<file path="src/rtl/alu_shift_right_seq.sv">
// Multi-cycle right shifter (SRL/SRA), one bit position per clock, with start/busy/done handshake.
// Flags follow ALU_16: z = result is zero, n = result MSB, v always 0.
module alu_shift_right_seq #(
  parameter int unsigned WIDTH = 16,
  parameter int unsigned CNT_W = 5
) (
  input  logic             clk,
  input  logic             rst_n,
  input  logic             start,
  input  logic             arith,
  input  logic [WIDTH-1:0] a,
  input  logic [WIDTH-1:0] amt,
  output logic             busy,
  output logic             done,
  output logic [WIDTH-1:0] result,
  output logic             z,
  output logic             v,
  output logic             n
);

  typedef enum logic [1:0] {StIdle, StShift, StDone} state_e;

  localparam logic [CNT_W-1:0] CntMax = CNT_W'(WIDTH);
  localparam logic [WIDTH-1:0] AmtMax = WIDTH'(WIDTH);

  state_e           state_q, state_d;
  logic [WIDTH-1:0] work_q, work_d;
  logic [WIDTH-1:0] result_q, result_d;
  logic [CNT_W-1:0] cnt_q, cnt_d;
  logic             arith_q, arith_d;
  logic             z_q, z_d;

  always_comb begin
    state_d  = state_q;
    work_d   = work_q;
    result_d = result_q;
    cnt_d    = cnt_q;
    arith_d  = arith_q;
    z_d      = z_q;
    case (state_q)
      StIdle, StDone: begin
        if (start) begin
          state_d = StShift;
          work_d  = a;
          arith_d = arith;
          // Amounts of WIDTH or more all saturate to a full-width shift.
          cnt_d   = (amt >= AmtMax) ? CntMax : amt[CNT_W-1:0];
        end else begin
          state_d = StIdle;
        end
      end
      StShift: begin
        if (cnt_q != '0) begin
          work_d = {arith_q & work_q[WIDTH-1], work_q[WIDTH-1:1]};
          cnt_d  = cnt_q - CNT_W'(1);
        end else begin
          result_d = work_q;
          z_d      = (work_q == '0);
          state_d  = StDone;
        end
      end
      default: state_d = StIdle;
    endcase
  end

  always_ff @(posedge clk or negedge rst_n) begin
    if (!rst_n) begin
      state_q  <= StIdle;
      work_q   <= '0;
      result_q <= '0;
      cnt_q    <= '0;
      arith_q  <= 1'b0;
      z_q      <= 1'b0;
    end else begin
      state_q  <= state_d;
      work_q   <= work_d;
      result_q <= result_d;
      cnt_q    <= cnt_d;
      arith_q  <= arith_d;
      z_q      <= z_d;
    end
  end

  assign busy   = (state_q == StShift);
  assign done   = (state_q == StDone);
  assign result = result_q;
  assign z      = z_q;
  assign n      = result_q[WIDTH-1];
  assign v      = 1'b0;

endmodule

</file>
<file path="config.mk">
export PLATFORM = sky130hd
export DESIGN_NAME = alu_shift_right_seq
export DESIGN_NICKNAME = d
export VERILOG_FILES = /design/src/rtl/alu_shift_right_seq.sv
export SDC_FILE = /design/constraint.sdc
export NUM_CORES = 1
export LEC_CHECK = 0
export CAP_MARGIN = 20
export CORE_MARGIN = 4
export CORE_UTILIZATION = 35
export CTS_CLUSTER_SIZE = 20
export DETAILED_ROUTE_END_ITERATION = 8
export GPL_ROUTABILITY_DRIVEN = 0
export PLACE_DENSITY = 0.61
export SLEW_MARGIN = 20
export SYNTH_ARGS = -nofsm -noshare
export SYNTH_HDL_FRONTEND = slang
export SYNTH_SLANG_ARGS = --single-unit
</file>
<file path="constraint.sdc">
create_clock -name clk -period 2.1 [get_ports clk]
set_input_delay 0.42 -clock clk [delete_from_list [all_inputs] [get_ports clk]]
set_output_delay 0.42 -clock clk [all_outputs]
set_load 0.01 [all_outputs]
</file>
* Word level (Yosys, flattened, before mapping)
Index checks and enable logic that the tools add are counted.
Cells by class: add/subtract/negate cells 1, order comparisons 1, eq/ne operators 5, multiplexer cells 10, bitwise logic cells 2, reduce and logical (&&, ||, !) cells 8
Operators by type and width (number):
- 2-to-1 mux 16 bit | 2
- case mux 16 bit (2 select lines) | 1
- greater-or-equal comparator 16 x 5 -> 1 bit (second input constant) | 1
- logical NOT 16 bit | 1
- 2-to-1 mux 5 bit | 3
- case mux 5 bit (2 select lines) | 1
- nonzero test 5 bit | 1
- subtractor 5 x 1 -> 5 bit (second input constant) | 1
- != test 2 bit (second input constant) | 2
- case mux 2 bit (2 select lines) | 1
- AND reduction 2 bit | 2
- AND reduction 3 bit | 1
- equality test 2 x 1 -> 1 bit (second input constant) | 1
- equality test 2 bit (second input constant) | 1
- logical NOT 2 bit | 1
- 2-to-1 mux 2 bit | 1
- != test 2 x 1 -> 1 bit (second input constant) | 1
- nonzero test 2 bit | 1
- OR reduction 2 bit | 1
- bitwise AND 1 bit | 1
- 2-to-1 mux 1 bit | 1
- NOT 1 bit | 1
Word-level totals: register bits after elaboration 41, input bits 36, output and inout port bits 21, word-level logic and storage cells 33

* Logic depth before layout (Yosys ltp)
Gate-level depths: netlist (run 1).
depth after elaboration 4, depth in mapped cells 7, depth with buffers taken out 6

* Worst setup path after synthesis (run 1)
OpenSTA, ideal clock, no wires.
path type register -> register, start point register cnt_q[0], end point register result_q[0] (netlist: result[0]), setup time 0.125 ns, data arrival time 1.442 ns, required time 1.975 ns, slack 0.533 ns, cell stages (with the launch flop) 7, path buffers 1, period minus slack after synthesis 1.567 ns, path through dfrtp_1 > inv_1 > ha_1 > nor4b_4 > nand2_4 > buf_6 > mux2_4
On the way: longest elaborated chain between the ends 3
Ends and longest elaborated chain:
- start: declaration | line 29 | logic [CNT_W-1:0] cnt_q, cnt_d;
- start signal: assignment | line 78 | cnt_q <= cnt_d;
- nonzero test 5 bit | line 53 | if (cnt_q != '0) begin
- NOT 1 bit (no source line)
- AND reduction 2 bit (no source line)
- end signal: assignment | line 77 | result_q <= result_d;
- end: declaration | line 28 | logic [WIDTH-1:0] result_q, result_d;
No other way between the ends. A chain may end at the register's enable or synchronous reset.

* Worst setup path in the final report (run 1)
start point register state_q[1], end point output busy
On the way: longest elaborated chain between the ends 1
Ends and longest elaborated chain:
- start: declaration | line 26 | state_e state_q, state_d;
- start signal: assignment | line 68 | state_q <= StIdle;
- start signal: assignment | line 75 | state_q <= state_d;
- equality test 2 x 1 -> 1 bit | line 84 | assign busy = (state_q == StShift);
- end: declaration | line 13 | output logic busy,
No other way between the ends.

==> results of run 1 <==
==> worst max-delay path by stage <==
stage / from / endpoint / slack, ns / cells past startpoint
5_1_grt: state_q[1] / busy / 0.09 / 3
6_report: state_q[1] / busy / 0.15 / 3
2_1_floorplan: cnt_q[0] / result[0] / 0.53 / 6
4_1_cts: state_q[1] / busy / 0.12 / 3
3_3_place_gp: amt[15] / cnt_q[4] / 0.28 / 5
3_5_place_dp: amt[15] / cnt_q[4] / 0.28 / 5
==> metal layers <==
| metal | up-vias | GRT usage (%) | wire, um |
|---|---|---|---|
| met2 | 31 | 24.8 | 2110 |
| met4 | 0 | 6.08 | 74 |
| met1 | 688 | 17.4 | 1890 |
| met5 | - | 0 | 0 |
| met3 | 7 | 3.33 | 204 |
| li1 | 730 | - | - |
==> synthesized netlist by cell type (2+ instances only) <==
| cell type | n |
|---|---|
| dfrtp_1 | 41 |
| mux2_2 | 9 |
| nor2b_1 | 2 |
| a22o_1 | 2 |
| inv_1 | 5 |
| nand2_1 | 38 |
| buf_4 | 2 |
| a21oi_1 | 5 |
| mux2_4 | 7 |
| nor4_1 | 7 |
| a31oi_1 | 15 |
| buf_2 | 4 |
| nor2_1 | 18 |
| clkbuf_1 | 4 |
| o21ai_0 | 3 |
| nand2b_1 | 3 |
==> per-stage QoR <==
stage | util (%) | setup WS, ns
6_report | 50.4 | 0.147
5_1_grt | 50.4 | 0.0914
4_1_cts | 50.4 | 0.118
3_5_place_dp | 48.4 | 0.278
3_3_place_gp | 48.4 | 0.279
2_1_floorplan | - | 0.533
==> cells by family (layout without fill, tap and decap cells) <==
logic type | count (synthesis) | count (layout)
buffers and inverters | 16 | 74
other | 1 | 1
AND/OR/NAND/NOR | 74 | 74
multiplexers | 16 | 16
flip-flops | 41 | 41
AO/OA/AOI/OAI | 30 | 30
adder cells (fa/ha/maj) | 1 | 1
==> state kept, by name, summed over array words and instances, names as in the netlist <==
register and flops:
result 16, work_q 16, cnt_q 5, state_q 2, arith_q 1, z 1
==> power by group <==
part	leakage (uW)	total, uW	internal (uW)	switching, uW
Sequential	0.000496	1490	1180	317
Clock	0.0000542	566	297	269
Combinational	0.000607	1740	934	805
==> final cells by class <==
| type | count | area [um2] | area share, % |
|---|---|---|---|
| clock inverter | 1 | 5.00 | 0.193 |
| clock buffer | 7 | 96.3 | 3.72 |
| inverter | 5 | 18.8 | 0.725 |
| multi-input combinational | 122 | 764 | 29.5 |
| timing repair buffer | 61 | 591 | 22.8 |
| sequential | 41 | 1030 | 39.6 |
| tap | 70 | 87.6 | 3.38 |
==> critical path: cells and delay by family (launching register included) <==
kind,cells,cell delay (ns)
buffers and inverters,2,0.72
flip-flops,1,0.37
AND/OR/NAND/NOR,1,0.15
==> summary.md, run 1 <==
| Metric | Value |
|---|---|
| Mux share of post-synthesis cell area | 11.1% |
| Leading area contributor after synthesis | dfrtp_1 |
| Largest net degree at the start of global routing | 42 |
| Fin. max-slew vios | 0 |
| Critical Path RT | approximately 1.7 ns |
| Fraction of the mapped netlist area in simple logic gates | between 10% and 20% |
| IO Port Bufs | between 50 and 60 |
| Seq/Total Area, Yosys | approximately 55% |
| Root Buffer | clkbuf_8 |
| Post-synth top area share | 55.0% |
| Type of origin of the critical path | flip-flop |
| R2R depth | 5 |
| WHS | roughly 0.18 ns |
| Post-synth EDFFs | 0 |
| Num ports | between 50 and 60 |
| #FFs+latches synth | 41 |
| Row Count | 26 |
| Vias/cell | 4.74 |
| Initial antenna violation count | 0 |
| Fin. Hold Viols | 0 |
| Crit path cell chain | nand2b_1, inv_1, clkdlybuf4s50_1 |
| GRT Overall Usage | 14.5% |
| Routed Antenna Nets | 0 |
| Most used flip-flop cell after synthesis | dfrtp_1 |
| Final Skew | between 0.004 and 0.005 ns |
| Hold WC Path Type | primary input to async pin |
| Fin crit share | roughly 93% |
| Placed Area | ~2500 um2 |
| Asr flop ratio synth | 100% |
| Max_cap viols | 0 |
| RSZ-0062 raised after global routing | false |
| Status | finished clean |
| Worst-path fanout max | 3 |
| Fin Setup TNS | 0 ns |
| CTS tree | done |
| # fillers | between 500 and 600 |
| Final setup fails | 0 |
| # nets final | between 200 and 300 |
| First-pass GRT wire length | 7.07 mm |
| Resized Gates After CTS | 0 |
| Die area | around 6600 um2 |
| CP max stage delay | around 0.57 ns |
| Yosys warning total | 0 |
| Largest family of logic cells by synthesized area | simple AND/OR/NAND/NOR gates |
| Lkg Pwr | ~0.0012 uW |
| Worst Tran Pin Value | roughly 0.52 ns |
| Vias in the first global route | 1453 |
| Post-Synthesis Cells | between 150 and 200 |
| Worst EP arrival | 1.53 ns |
| Critical-path top delay cell | clkdlybuf4s50_1 |
| Antenna cell count | 0 |
| Area grow syn2layout | 38.7% |
| Leading cell type in the layout, fill and taps excluded | clkdlybuf4s50_1 |
| Drt pass-1 iters | 4 |
| Cts hold-fix bufs | 0 |
| Worst R2R Start | cnt_q[0] |
| Power Density | between 1000 and 1500 nW/um2 |
| Overflow after GRT | 0 |
| Placed Instances | approximately 300 |
| Post-Route WL | ~4.3 mm |
| Core area | just over 5000 um2 |
| Die W | between 80 and 90 um |
| Clock buffer count from CTS | 5 |
| WS Path Type | flip-flop to output port |
| DRC | 0 |
| Worst-path clk slew | roughly 0.080 ns |
| Post-Layout Inst Area | ~2600 um2 |
| Synth area leaders | dfrtp_1 (55%), nand2_1 (7.6%), mux2_4 (5.6%) |
| Clock sinks | 41 |
| Most frequent cells in the layout | clkdlybuf4s50_1 (54), dfrtp_1 (41), nand2_1 (38), nor2_1 (18), a31oi_1 (15) |
| FMAX | approximately 510 MHz |
| XOR/XNOR Fraction of Synth Area | 0% |
| CP endpoint kind | output port |
| Post-Synth Adder-Cell Area | 0.670% |
| Die H | 81.0 um |
| R2r setup slk | just under 0.4 ns |
| Total power | between 3000 and 4000 uW |
| Relative slew slack | about two thirds |
| WL per Instance | about 14 um |
| Synth Area in Compound Gates | between 10% and 20% |
| Setup bufs post-CTS | 0 |
| Worst r2r dst | result[6] |
| Clk_lat worst skew | ~0.29 ns |
| Via count | around 1500 |
| Final std cells w/o fill | 307 |
| Syn Area/Cell | ~10 um2 |
| Yosys cell types | 30 |
| Clock buffer depth | 2 |
| Syn Std Cell Area | about 1900 um2 |
| Min Tclk post-route | between 1.5 and 2 ns |
| VDD IR-drop max | about 560 uV |
| Post-DP HPWL | 3.15 mm |
| Layout cells sized above 1 | 14.8% |
| Drt initial violations | slightly below 60 |
| Syn_nets | ~220 |
| # H-tree levels | 2 |
| Initial core utilization | between 30 and 40% |
No activity file was read; power rests on OpenSTA's default activity.
==> run 2, diff against run 1 <==
- CORE_UTILIZATION: 35 -> 46
- PLACE_DENSITY: 0.61 -> 0.77
==> summary.md, run 2 (synthesis gave the netlist of run 1 again) <==
| Metric | Value |
|---|---|
| Power Density | 1480 nW/um2 (+0.66%) |
| Die area | 5140 um2 (-22%) |
| Placed Area | 2480 um2 (-0.30%) |
| Min Tclk post-route | 1.98 ns (+0.0274 ns) |
| Most frequent cells in the layout | clkdlybuf4s50_1 (54), dfrtp_1 (41), nand2_1 (38), nor2_1 (18), a31oi_1 (15) |
| Num ports | 57 (unchanged) |
| Worst Tran Pin Value | 0.526 ns (+0.0104 ns) |
| Via count | 1510 (+3.7%) |
| Area grow syn2layout | 38.1% |
| Relative slew slack | 64.9% (-0.70 points) |
| Total power | 3810 uW (+0.27%) |
| # fillers | 308 (-41%) |
| FMAX | 505 MHz (-1.4%) |
| Fin. max-slew vios | 0 (unchanged) |
| VDD IR-drop max | 803 uV (+42%) |
| Cts hold-fix bufs | 0 (unchanged) |
| GRT Overall Usage | 17.2% (+2.7 points) |
| Root Buffer | clkbuf_8 |
| Setup bufs post-CTS | 0 (unchanged) |
| Crit path cell chain | nand2b_2, inv_1, clkdlybuf4s50_1 |
| Antenna cell count | 0 (unchanged) |
| Worst-path fanout max | 7 (+4) |
| Lkg Pwr | 0.00116 uW (+0.53%) |
| Critical Path RT | 1.68 ns (about the same) |
| Post-DP HPWL | 3.12 mm (-0.80%) |
| Type of origin of the critical path | flip-flop |
| Drt initial violations | 83 (+41%) |
| Vias in the first global route | 1486 (+2.3%) |
| Multi-input logic area | 767 um2 (+0.33%) |
| IO Port Bufs | 55 (unchanged) |
| Clock buffer depth | 2 (unchanged) |
| # H-tree levels | 2 (unchanged) |
| Routed Antenna Nets | 0 (unchanged) |
| Post-Layout Inst Area | 2580 um2 (-0.39%) |
| Critical-path top delay cell | clkdlybuf4s50_1 |
| Placed Instances | 278 (-7.0%) |
| # nets final | 274 (+0.37%) |
| Overflow after GRT | 0 (unchanged) |
| Layout cells sized above 1 | 15.5% (+0.78 points) |
| Drt pass-1 iters | 4 (unchanged) |
| R2R depth | 6 (+1) |
| Fin crit share | 94.3% (+1.3 points) |
| Final std cells w/o fill | 286 (-6.8%) |
| Row Count | 22 (-15%) |
| Worst-path clk slew | 0.08 ns (about the same) |
| Die W | 71.7 um (-12%) |
| CP endpoint kind | output port |
| First-pass GRT wire length | 6.76 mm (-4.4%) |
| CTS tree | done |
| Clock buffer count from CTS | 5 (unchanged) |
| Initial antenna violation count | 0 (unchanged) |
| DRC | 0 (unchanged) |
| Leading cell type in the layout, fill and taps excluded | clkdlybuf4s50_1 |
| Max_cap viols | 0 (unchanged) |
| Clock sinks | 41 (unchanged) |
| Die H | 71.7 um (-12%) |
| Status | finished clean |
| Vias/cell | 5.28 (+11%) |
| Final setup fails | 0 (unchanged) |
| Clk_lat worst skew | 0.30 ns (about the same) |
| Fin Setup TNS | 0 ns (unchanged) |
| Hold WC Path Type | primary input to async pin |
| Fin. Hold Viols | 0 (unchanged) |
| Core area | 3800 um2 (-26%) |
| Largest net degree at the start of global routing | 22 (-48%) |
| Worst EP arrival | 1.56 ns (+0.03 ns) |
| Resized Gates After CTS | 0 (unchanged) |
| Final Skew | 0.0113 ns (+0.00712 ns) |
| WL per Instance | 14.6 um (+4.5%) |
| Post-Route WL | 4.17 mm (-2.6%) |
| CP max stage delay | 0.54 ns (-0.03 ns) |
| Initial core utilization | 49.1% (+13 points) |
| RSZ-0062 raised after global routing | false |
| WS Path Type | flip-flop to output port |
| FF+latch area | 1030 um2 (unchanged) |
## run 2: cell count changes in the layout (fill, tap and decap cells not counted), sizes merged
cell,delta
buf,+1
clkbuf,-1
clkinv,+1
## run 2: critical path, delay by kind of cell (launching register included)
family,cells,cell delay [ns]
flip-flops,1,0.38
buffers and inverters,2,0.64
AND/OR/NAND/NOR,1,0.25
## run 2: path summary, 6_finish.rpt
| check | startpoint | to | slack (ns) |
|---|---|---|---|
| max | state_q[1] | busy | 0.12 |
| min | rst_n | result[10] | 0.07 |
| max reg2reg | state_q[1] | work_q[4] | 0.26 |
| min reg2reg | arith_q | arith_q | 0.49 |
| max in group asynchronous | rst_n | cnt_q[2] | 1.54 |
| min in group clk | arith_q | arith_q | 0.49 |
## run 2: per-layer routing
metal,wire (um),track usage (%)
met5,0,0
met4,61,8.14
met3,190,3.37
met2,2150,30.0
met1,1770,20.1
## run 2: through the flow
step	hold WS, ns	worst slack, ns	util, %
floorplan	0.124	0.533	-
global placement	0.412	0.263	65.3
detailed placement	0.411	0.208	65.3
CTS	0.0846	0.0569	67.8
global route	0.109	0.0449	67.9
finish	0.0744	0.120	67.9
## run 2: layout make-up
| class | count | area share (%) |
|---|---|---|
| sequential | 41 | 39.8 |
| clock inverter | 2 | 0.534 |
| tap | 48 | 2.33 |
| inverter | 5 | 0.728 |
| clock buffer | 6 | 3.20 |
| multi-input combinational | 122 | 29.7 |
| timing repair buffer | 62 | 23.7 |
## run 2: power breakdown
part / internal [uW] / switching [uW]
logic: 953 / 812
clock network: 266 / 275
registers: 1180 / 326
